## config.mk

```make
export PLATFORM = sky130hd
export DESIGN_NAME = commit_controller_flat
export DESIGN_NICKNAME = d
export VERILOG_FILES = /design/src/rtl/commit_controller_if.sv /design/src/rtl/commit_controller.sv /design/src/flat_wrapper.sv
export SDC_FILE = /design/constraint.sdc
export NUM_CORES = 1
export LEC_CHECK = 0
export CAP_MARGIN = 20
export CORE_MARGIN = 1
export CORE_UTILIZATION = 25
export CTS_CLUSTER_DIAMETER = 100
export DETAILED_ROUTE_END_ITERATION = 6
export HOLD_SLACK_MARGIN = 0.08
export PLACE_DENSITY = 0.49
export SYNTH_ARGS = -nofsm -noshare
export SYNTH_HDL_FRONTEND = slang
export SYNTH_SLANG_ARGS = --single-unit
```

## constraint.sdc

```tcl
create_clock -name clk_i -period 3.9 [get_ports clk_i]
set_input_delay 0.78 -clock clk_i [delete_from_list [all_inputs] [get_ports clk_i]]
set_output_delay 0.78 -clock clk_i [all_outputs]
set_load 0.01 [all_outputs]
```

## src/rtl/commit_controller_if.sv

```systemverilog
// Commit-stage bus: graduation list view, exception/CSR/store side-band
// signals and the commit decisions returned by the controller.
interface commit_controller_if #(
   parameter int NUM_ENTRIES = 32
);
   localparam int IDX = $clog2(NUM_ENTRIES);

   // Graduation list and side-band inputs to the controller
   logic [1:0]     gl_valid_i;
   logic [1:0]     gl_is_store_i;
   logic [1:0]     gl_is_csr_i;
   logic [1:0]     gl_ex_valid_i;
   logic [IDX-1:0] gl_head_i;
   logic           exception_valid_i;
   logic [IDX-1:0] exception_index_i;
   logic           store_ready_i;
   logic           csr_ack_i;
   logic           csr_ex_i;

   // Commit decisions produced by the controller
   logic [1:0]     read_head_o;
   logic [1:0]     store_commit_o;
   logic           csr_req_o;
   logic           flush_commit_o;
   logic           trap_o;
   logic [IDX-1:0] trap_index_o;
   logic [63:0]    retired_count_o;
   logic [1:0]     state_dbg_o;

   // Handshakes: a graduation list slot is offered while gl_valid_i[k] is
   // high and is consumed exactly in the cycle read_head_o[k] is high; a
   // store is taken by the store buffer in a cycle where store_ready_i and
   // store_commit_o[k] are both high; csr_req_o is held high until and
   // including the cycle csr_ack_i is returned.
   modport slave (
      input  gl_valid_i, gl_is_store_i, gl_is_csr_i, gl_ex_valid_i, gl_head_i,
      input  exception_valid_i, exception_index_i, store_ready_i,
      input  csr_ack_i, csr_ex_i,
      output read_head_o, store_commit_o, csr_req_o, flush_commit_o,
      output trap_o, trap_index_o, retired_count_o, state_dbg_o
   );

   modport master (
      output gl_valid_i, gl_is_store_i, gl_is_csr_i, gl_ex_valid_i, gl_head_i,
      output exception_valid_i, exception_index_i, store_ready_i,
      output csr_ack_i, csr_ex_i,
      input  read_head_o, store_commit_o, csr_req_o, flush_commit_o,
      input  trap_o, trap_index_o, retired_count_o, state_dbg_o
   );
endinterface

```

## src/rtl/commit_controller.sv

```systemverilog
// Two-wide in-order commit controller: retires up to two finished
// instructions per cycle from the graduation list head, serialises CSR
// instructions through the CSR unit, limits store release to one per cycle
// and turns an exception at the head into a flush plus trap.
module commit_controller #(
   parameter int NUM_ENTRIES = 32
) (
   input  logic                  clk_i,
   input  logic                  rst_i,
   commit_controller_if.slave    bus
);
   localparam int IDX = $clog2(NUM_ENTRIES);

   typedef enum logic [1:0] {
      S_RUN      = 2'd0,
      S_CSR_WAIT = 2'd1,
      S_FLUSH    = 2'd2
   } state_t;

   state_t         state_q, state_d;
   logic [63:0]    count_q, count_d;

   logic [IDX-1:0] head_p1;
   logic           head_ex;
   logic           slot1_ex;
   logic           slot0_ok;
   logic           slot1_ok;

   logic [1:0]     read_head;
   logic           csr_req;
   logic           flush_commit;
   logic           trap;
   logic [IDX-1:0] trap_index;

   // Index of the second slot; wraps by truncation to IDX bits
   assign head_p1 = bus.gl_head_i + IDX'(1);

   // Exception visible at the head entry (list-wide pointer or per-slot flag)
   assign head_ex = bus.gl_valid_i[0] &
                    ((bus.exception_valid_i & (bus.exception_index_i == bus.gl_head_i)) |
                     bus.gl_ex_valid_i[0]);

   // Exception pending on the second slot blocks it from pairing
   assign slot1_ex = bus.gl_ex_valid_i[1] |
                     (bus.exception_valid_i & (bus.exception_index_i == head_p1));

   // Head can retire unless it is a store the store buffer cannot take
   assign slot0_ok = bus.gl_valid_i[0] &
                     (~bus.gl_is_store_i[0] | bus.store_ready_i);

   // Second slot pairs only with a retiring head, never a CSR, never a second
   // store in the same cycle, and a lone store still needs the buffer ready
   assign slot1_ok = slot0_ok & bus.gl_valid_i[1] & ~bus.gl_is_csr_i[1] & ~slot1_ex &
                     ~(bus.gl_is_store_i[0] & bus.gl_is_store_i[1]) &
                     (~bus.gl_is_store_i[1] | bus.store_ready_i);

   // Commit decisions and next state, all combinational from state and inputs
   always_comb begin
      read_head    = 2'b00;
      csr_req      = 1'b0;
      flush_commit = 1'b0;
      trap         = 1'b0;
      trap_index   = '0;
      state_d      = state_q;
      case (state_q)
         S_RUN: begin
            if (head_ex) begin
               flush_commit = 1'b1;
               trap         = 1'b1;
               trap_index   = bus.gl_head_i;
               state_d      = S_FLUSH;
            end else if (bus.gl_valid_i[0] & bus.gl_is_csr_i[0]) begin
               csr_req = 1'b1;
               state_d = S_CSR_WAIT;
            end else if (slot0_ok) begin
               read_head = slot1_ok ? 2'b11 : 2'b01;
            end
         end
         S_CSR_WAIT: begin
            csr_req = 1'b1;
            if (bus.csr_ack_i) begin
               if (bus.csr_ex_i) begin
                  flush_commit = 1'b1;
                  trap         = 1'b1;
                  trap_index   = bus.gl_head_i;
                  state_d      = S_FLUSH;
               end else begin
                  read_head = 2'b01;
                  state_d   = S_RUN;
               end
            end
         end
         S_FLUSH: begin
            state_d = S_RUN;
         end
         default: begin
            state_d = S_RUN;
         end
      endcase
      // Nothing leaves the controller while reset is held
      if (rst_i) begin
         read_head    = 2'b00;
         csr_req      = 1'b0;
         flush_commit = 1'b0;
         trap         = 1'b0;
         trap_index   = '0;
         state_d      = S_RUN;
      end
   end

   // Retired counter advances by the number of entries popped this cycle
   assign count_d = count_q + {63'd0, read_head[0]} + {63'd0, read_head[1]};

   // State and retired counter registers; reset aborts any CSR wait or flush
   always_ff @(posedge clk_i or posedge rst_i) begin
      if (rst_i) begin
         state_q <= S_RUN;
         count_q <= 64'd0;
      end else begin
         state_q <= state_d;
         count_q <= count_d;
      end
   end

   assign bus.read_head_o     = read_head;
   assign bus.store_commit_o  = read_head & bus.gl_is_store_i;
   assign bus.csr_req_o       = csr_req;
   assign bus.flush_commit_o  = flush_commit;
   assign bus.trap_o          = trap;
   assign bus.trap_index_o    = trap_index;
   assign bus.retired_count_o = count_q;
   assign bus.state_dbg_o     = state_q;
endmodule
```

## src/flat_wrapper.sv

```systemverilog
// flat-port wrapper written by rule: the top's interface ports become plain ports
module commit_controller_flat 
#(
   parameter int NUM_ENTRIES = 32
)
  (clk_i, rst_i, bus_gl_valid_i, bus_gl_is_store_i, bus_gl_is_csr_i, bus_gl_ex_valid_i, bus_gl_head_i, bus_exception_valid_i, bus_exception_index_i, bus_store_ready_i, bus_csr_ack_i, bus_csr_ex_i, bus_read_head_o, bus_store_commit_o, bus_csr_req_o, bus_flush_commit_o, bus_trap_o, bus_trap_index_o, bus_retired_count_o, bus_state_dbg_o);
  commit_controller_if #(.NUM_ENTRIES(NUM_ENTRIES)) bus_i ();
  input  logic clk_i;
  input  logic rst_i;
  input wire logic [$bits(bus_i.gl_valid_i)-1:0] bus_gl_valid_i;
  input wire logic [$bits(bus_i.gl_is_store_i)-1:0] bus_gl_is_store_i;
  input wire logic [$bits(bus_i.gl_is_csr_i)-1:0] bus_gl_is_csr_i;
  input wire logic [$bits(bus_i.gl_ex_valid_i)-1:0] bus_gl_ex_valid_i;
  input wire logic [$bits(bus_i.gl_head_i)-1:0] bus_gl_head_i;
  input wire logic [$bits(bus_i.exception_valid_i)-1:0] bus_exception_valid_i;
  input wire logic [$bits(bus_i.exception_index_i)-1:0] bus_exception_index_i;
  input wire logic [$bits(bus_i.store_ready_i)-1:0] bus_store_ready_i;
  input wire logic [$bits(bus_i.csr_ack_i)-1:0] bus_csr_ack_i;
  input wire logic [$bits(bus_i.csr_ex_i)-1:0] bus_csr_ex_i;
  output wire logic [$bits(bus_i.read_head_o)-1:0] bus_read_head_o;
  output wire logic [$bits(bus_i.store_commit_o)-1:0] bus_store_commit_o;
  output wire logic [$bits(bus_i.csr_req_o)-1:0] bus_csr_req_o;
  output wire logic [$bits(bus_i.flush_commit_o)-1:0] bus_flush_commit_o;
  output wire logic [$bits(bus_i.trap_o)-1:0] bus_trap_o;
  output wire logic [$bits(bus_i.trap_index_o)-1:0] bus_trap_index_o;
  output wire logic [$bits(bus_i.retired_count_o)-1:0] bus_retired_count_o;
  output wire logic [$bits(bus_i.state_dbg_o)-1:0] bus_state_dbg_o;
  assign bus_i.gl_valid_i = bus_gl_valid_i;
  assign bus_i.gl_is_store_i = bus_gl_is_store_i;
  assign bus_i.gl_is_csr_i = bus_gl_is_csr_i;
  assign bus_i.gl_ex_valid_i = bus_gl_ex_valid_i;
  assign bus_i.gl_head_i = bus_gl_head_i;
  assign bus_i.exception_valid_i = bus_exception_valid_i;
  assign bus_i.exception_index_i = bus_exception_index_i;
  assign bus_i.store_ready_i = bus_store_ready_i;
  assign bus_i.csr_ack_i = bus_csr_ack_i;
  assign bus_i.csr_ex_i = bus_csr_ex_i;
  assign bus_read_head_o = bus_i.read_head_o;
  assign bus_store_commit_o = bus_i.store_commit_o;
  assign bus_csr_req_o = bus_i.csr_req_o;
  assign bus_flush_commit_o = bus_i.flush_commit_o;
  assign bus_trap_o = bus_i.trap_o;
  assign bus_trap_index_o = bus_i.trap_index_o;
  assign bus_retired_count_o = bus_i.retired_count_o;
  assign bus_state_dbg_o = bus_i.state_dbg_o;
  commit_controller #(.NUM_ENTRIES(NUM_ENTRIES)) u_core (.clk_i(clk_i), .rst_i(rst_i), .bus(bus_i));
endmodule
```

==> results.cfg <==
[outcome]
status = complete, no violations

[finish]
multi_input_area_um2 = 1710
syn_to_final_growth_pct = 55.5
diodes = 0
nets = 490
num-fill-cells = 1287
final_area_um2 = 5190
seq_area_um2 = 1650
drive_above_1_share_pct = 15.6

[setup_path]
r2r_cells = 14
r2r_start = u_core.bus.state_dbg_o[0]
cp.required_ns = 3.12
worstReg2RegEnd = u_core.bus.retired_count_o[18]
arrival_ns = 2.99
startpoint_type = input port
r2r_slack_ns = 0.77
critPathKind = in -> out
cp-end-kind = output pin
crit_fanout = 5

[grt]
overflow = 0
grt_use_total_pct = 13.7
grt_max_degree = 45
grt_pass1_vias = 2929
antenna_found_initial = 0
grt_pass1_wl_um = 15000

[min_path]
hp-class = reg -> reg
min_path_cells = 1
hold_end = u_core.bus.retired_count_o[63]
worstHoldStart = u_core.bus.retired_count_o[63]

[power_and_ir_drop]
irDropWorstVdd_uv = 177
netSwitchingPower_w = 0.000368
p_int_w = 0.00129
clock_power_share_pct = 47.5
power_leakage_nw = 2.33
combPwrFrac_pct = 8.9
seqPwrFrac_pct = 43.6
power.density_nw_per_um2 = 320
p_sw_share_pct = 22.2

[drt]
avgViaCountPerCell = 4.54
drt_iter0_markers = 123
vias = 2904
routed_wl_um = 9110
wl_per_cell_um = 14.3
drtAntennaViolNets = 0
route.detailed.drc = 0
firstDrtPassIters = 4

[synthesis]
yosysTopAreaCellShare_pct = 49.5
avgSynthCellArea_um2 = 10.5
synthFlopType = dfrtp_1
synth.cell_area_um2 = 3340
ys_warn_count = 0
synth.distinct_cells = 38
ys_seq_area_share_pct = 49.5
synth.largest_area_cell = dfrtp_1
synth.area.top_cells = dfrtp_1 (49%), xor2_1 (10%), xnor2_1 (7.9%)
yosysMostFrequentCell = dfrtp_1
synthCells = 318
syn-num-nets = 345
synth_edf_count = 0
synth-seq-cells = 66
async_reset_ff_share_pct = 100
synthTopCellsByCount = dfrtp_1 (66), xor2_1 (39), xnor2_1 (30)

[floorplanning]
coreArea_um2 = 12800
fp.dieW_um = 118
ios = 102
dieArea_um2 = 13800
core.rowCount = 41
die_h_um = 118
start_util_pct = 26.0

[placement]
placed_area_um2 = 4810
post-place-ws_ns = -0.368
hpwl_um = 6790
portBuffers = 101
gp_congestion = 0.751

[timing]
fin_skew_ns = 0.00452
rsz0062_at_grt = false
period_needed_ns = 3.77
slew_headroom_pct = 59.9
drv_slew = 0
finalCritPeriodShare_pct = 96.8
layout_setup_ws_ns = 0.127
hold_violations = 0
fmax_mhz = 265
setup_viol = 0
tightest_slew_ns = 0.597

[clock_network]
worstSkewPairLatency_ns = 0.33
htree_num_levels = 3
root_buffer = clkbuf_16
cts_made_buffers = 9
cts_tree = yes
cts_num_sinks = 66
clock_path_buffers = 2
clkTransAtPathRegs_ns = 0.05
holdBufCountCts = 0

[flow_run]
drv_cap = 0
layer usage:
metal  up-vias  GRT usage [%]  share of wire (%)
li1       1414              -                  -
met1      1422           18.6                 47
met2        61           21.0                 47
met3         7           3.88                4.6
met4         0           4.57                1.2
met5         -              0                  0
critical path, stage by stage:
cell,delay [ns]
clkdlybuf4s50_1,0.47
xor2_1,0.19
nor4_2,0.25
nand4_1,0.18
buf_4,0.18
a2111oi_4,0.29
buf_4,0.18
buf_4,0.11
and2_1,0.11
dlygate4sd2_1,0.25
power by group through the flow:
stage / Sequential (W) / Combinational (W) / Clock [W]
after floorplan: 0.000739 / 0.0000431 / 0
after global placement: 0.000736 / 0.000145 / 0
after detailed placement: 0.000736 / 0.000145 / 0
after CTS: 0.000724 / 0.000146 / 0.000815
after global routing: 0.000726 / 0.000161 / 0.000849
final: 0.000724 / 0.000147 / 0.000789
how the worst max path moves through the flow:
stage | cells past startpoint | slack (ns) | from | to
after global placement | 13 | -0.39 | bus_gl_ex_valid_i[0] | u_core.bus.retired_count_o[50]
after detailed placement | 13 | -0.37 | bus_gl_ex_valid_i[0] | u_core.bus.retired_count_o[50]
after CTS | 9 | 0.01 | bus_gl_head_i[0] | bus_flush_commit_o
after floorplan | 12 | 0.13 | bus_gl_ex_valid_i[0] | u_core.bus.retired_count_o[18]
final | 10 | 0.13 | bus_exception_index_i[2] | bus_trap_index_o[1]
after global routing | 15 | 0.01 | bus_gl_ex_valid_i[0] | u_core.bus.retired_count_o[18]
cell usage in the layout (no fill, tap or decap), types with 5 or more instances in the layout:
| cell type | n |
|---|---|
| and2_1 | 9 |
| clkdlybuf4s50_1 | 92 |
| xor2_1 | 39 |
| nand3_1 | 22 |
| dlygate4sd2_1 | 5 |
| clkbuf_16 | 9 |
| nand4_1 | 23 |
| inv_1 | 7 |
| nor3_1 | 10 |
| nand2_1 | 23 |
| nor4_1 | 6 |
| xnor2_1 | 30 |
| and3_1 | 6 |
| buf_4 | 35 |
| dfrtp_1 | 66 |
| nor2_1 | 24 |
| nor3_2 | 5 |
cell type report:
type | count | area share (%)
clock buffer | 12 | 4.75
clock inverter | 3 | 0.772
inverter | 8 | 0.579
multi-input combinational | 241 | 33.0
sequential | 66 | 31.8
tap | 172 | 4.15
timing repair buffer | 137 | 25.0
kinds of logic (layout without fill, tap and decap cells):
group | after synthesis | after routing | synth area share (%)
AO/OA/AOI/OAI | 11 | 11 | 2.55
adder cells (fa/ha/maj) | 3 | 3 | 1.35
AND/OR/NAND/NOR | 158 | 158 | 27.1
XOR/XNOR | 69 | 69 | 18.1
buffers and inverters | 11 | 160 | 1.35
flip-flops | 66 | 66 | 49.5
stage by stage:
step	utilization [%]	cells	hold WS (ns)	setup TNS (ns)	total power (W)
6_report	40.5	639	0.466	0	0.00166
5_1_grt	40.5	639	0.499	0	0.00174
4_1_cts	39.8	638	0.472	0	0.00168
3_5_place_dp	37.5	621	0.461	-11.07	0.000881
3_3_place_gp	37.5	621	0.465	-9.56	0.000881
2_1_floorplan	-	318	0.504	0	0.000783
sequential cells by signal, indices dropped and copies added (netlist names):
name	count
u_core.bus.retired_count_o	64
u_core.bus.state_dbg_o	2
repair_timing:
item | CTS | global route
pin swaps | 1 | 4
endpoints found under the setup margin | 12 | 49
endpoints found under the hold margin | 0 | 0
buffers inserted | 2 | 1
gates resized for setup | 8 | 16
gates cloned | 0 | 0
Power figures use the tool's default switching activity.
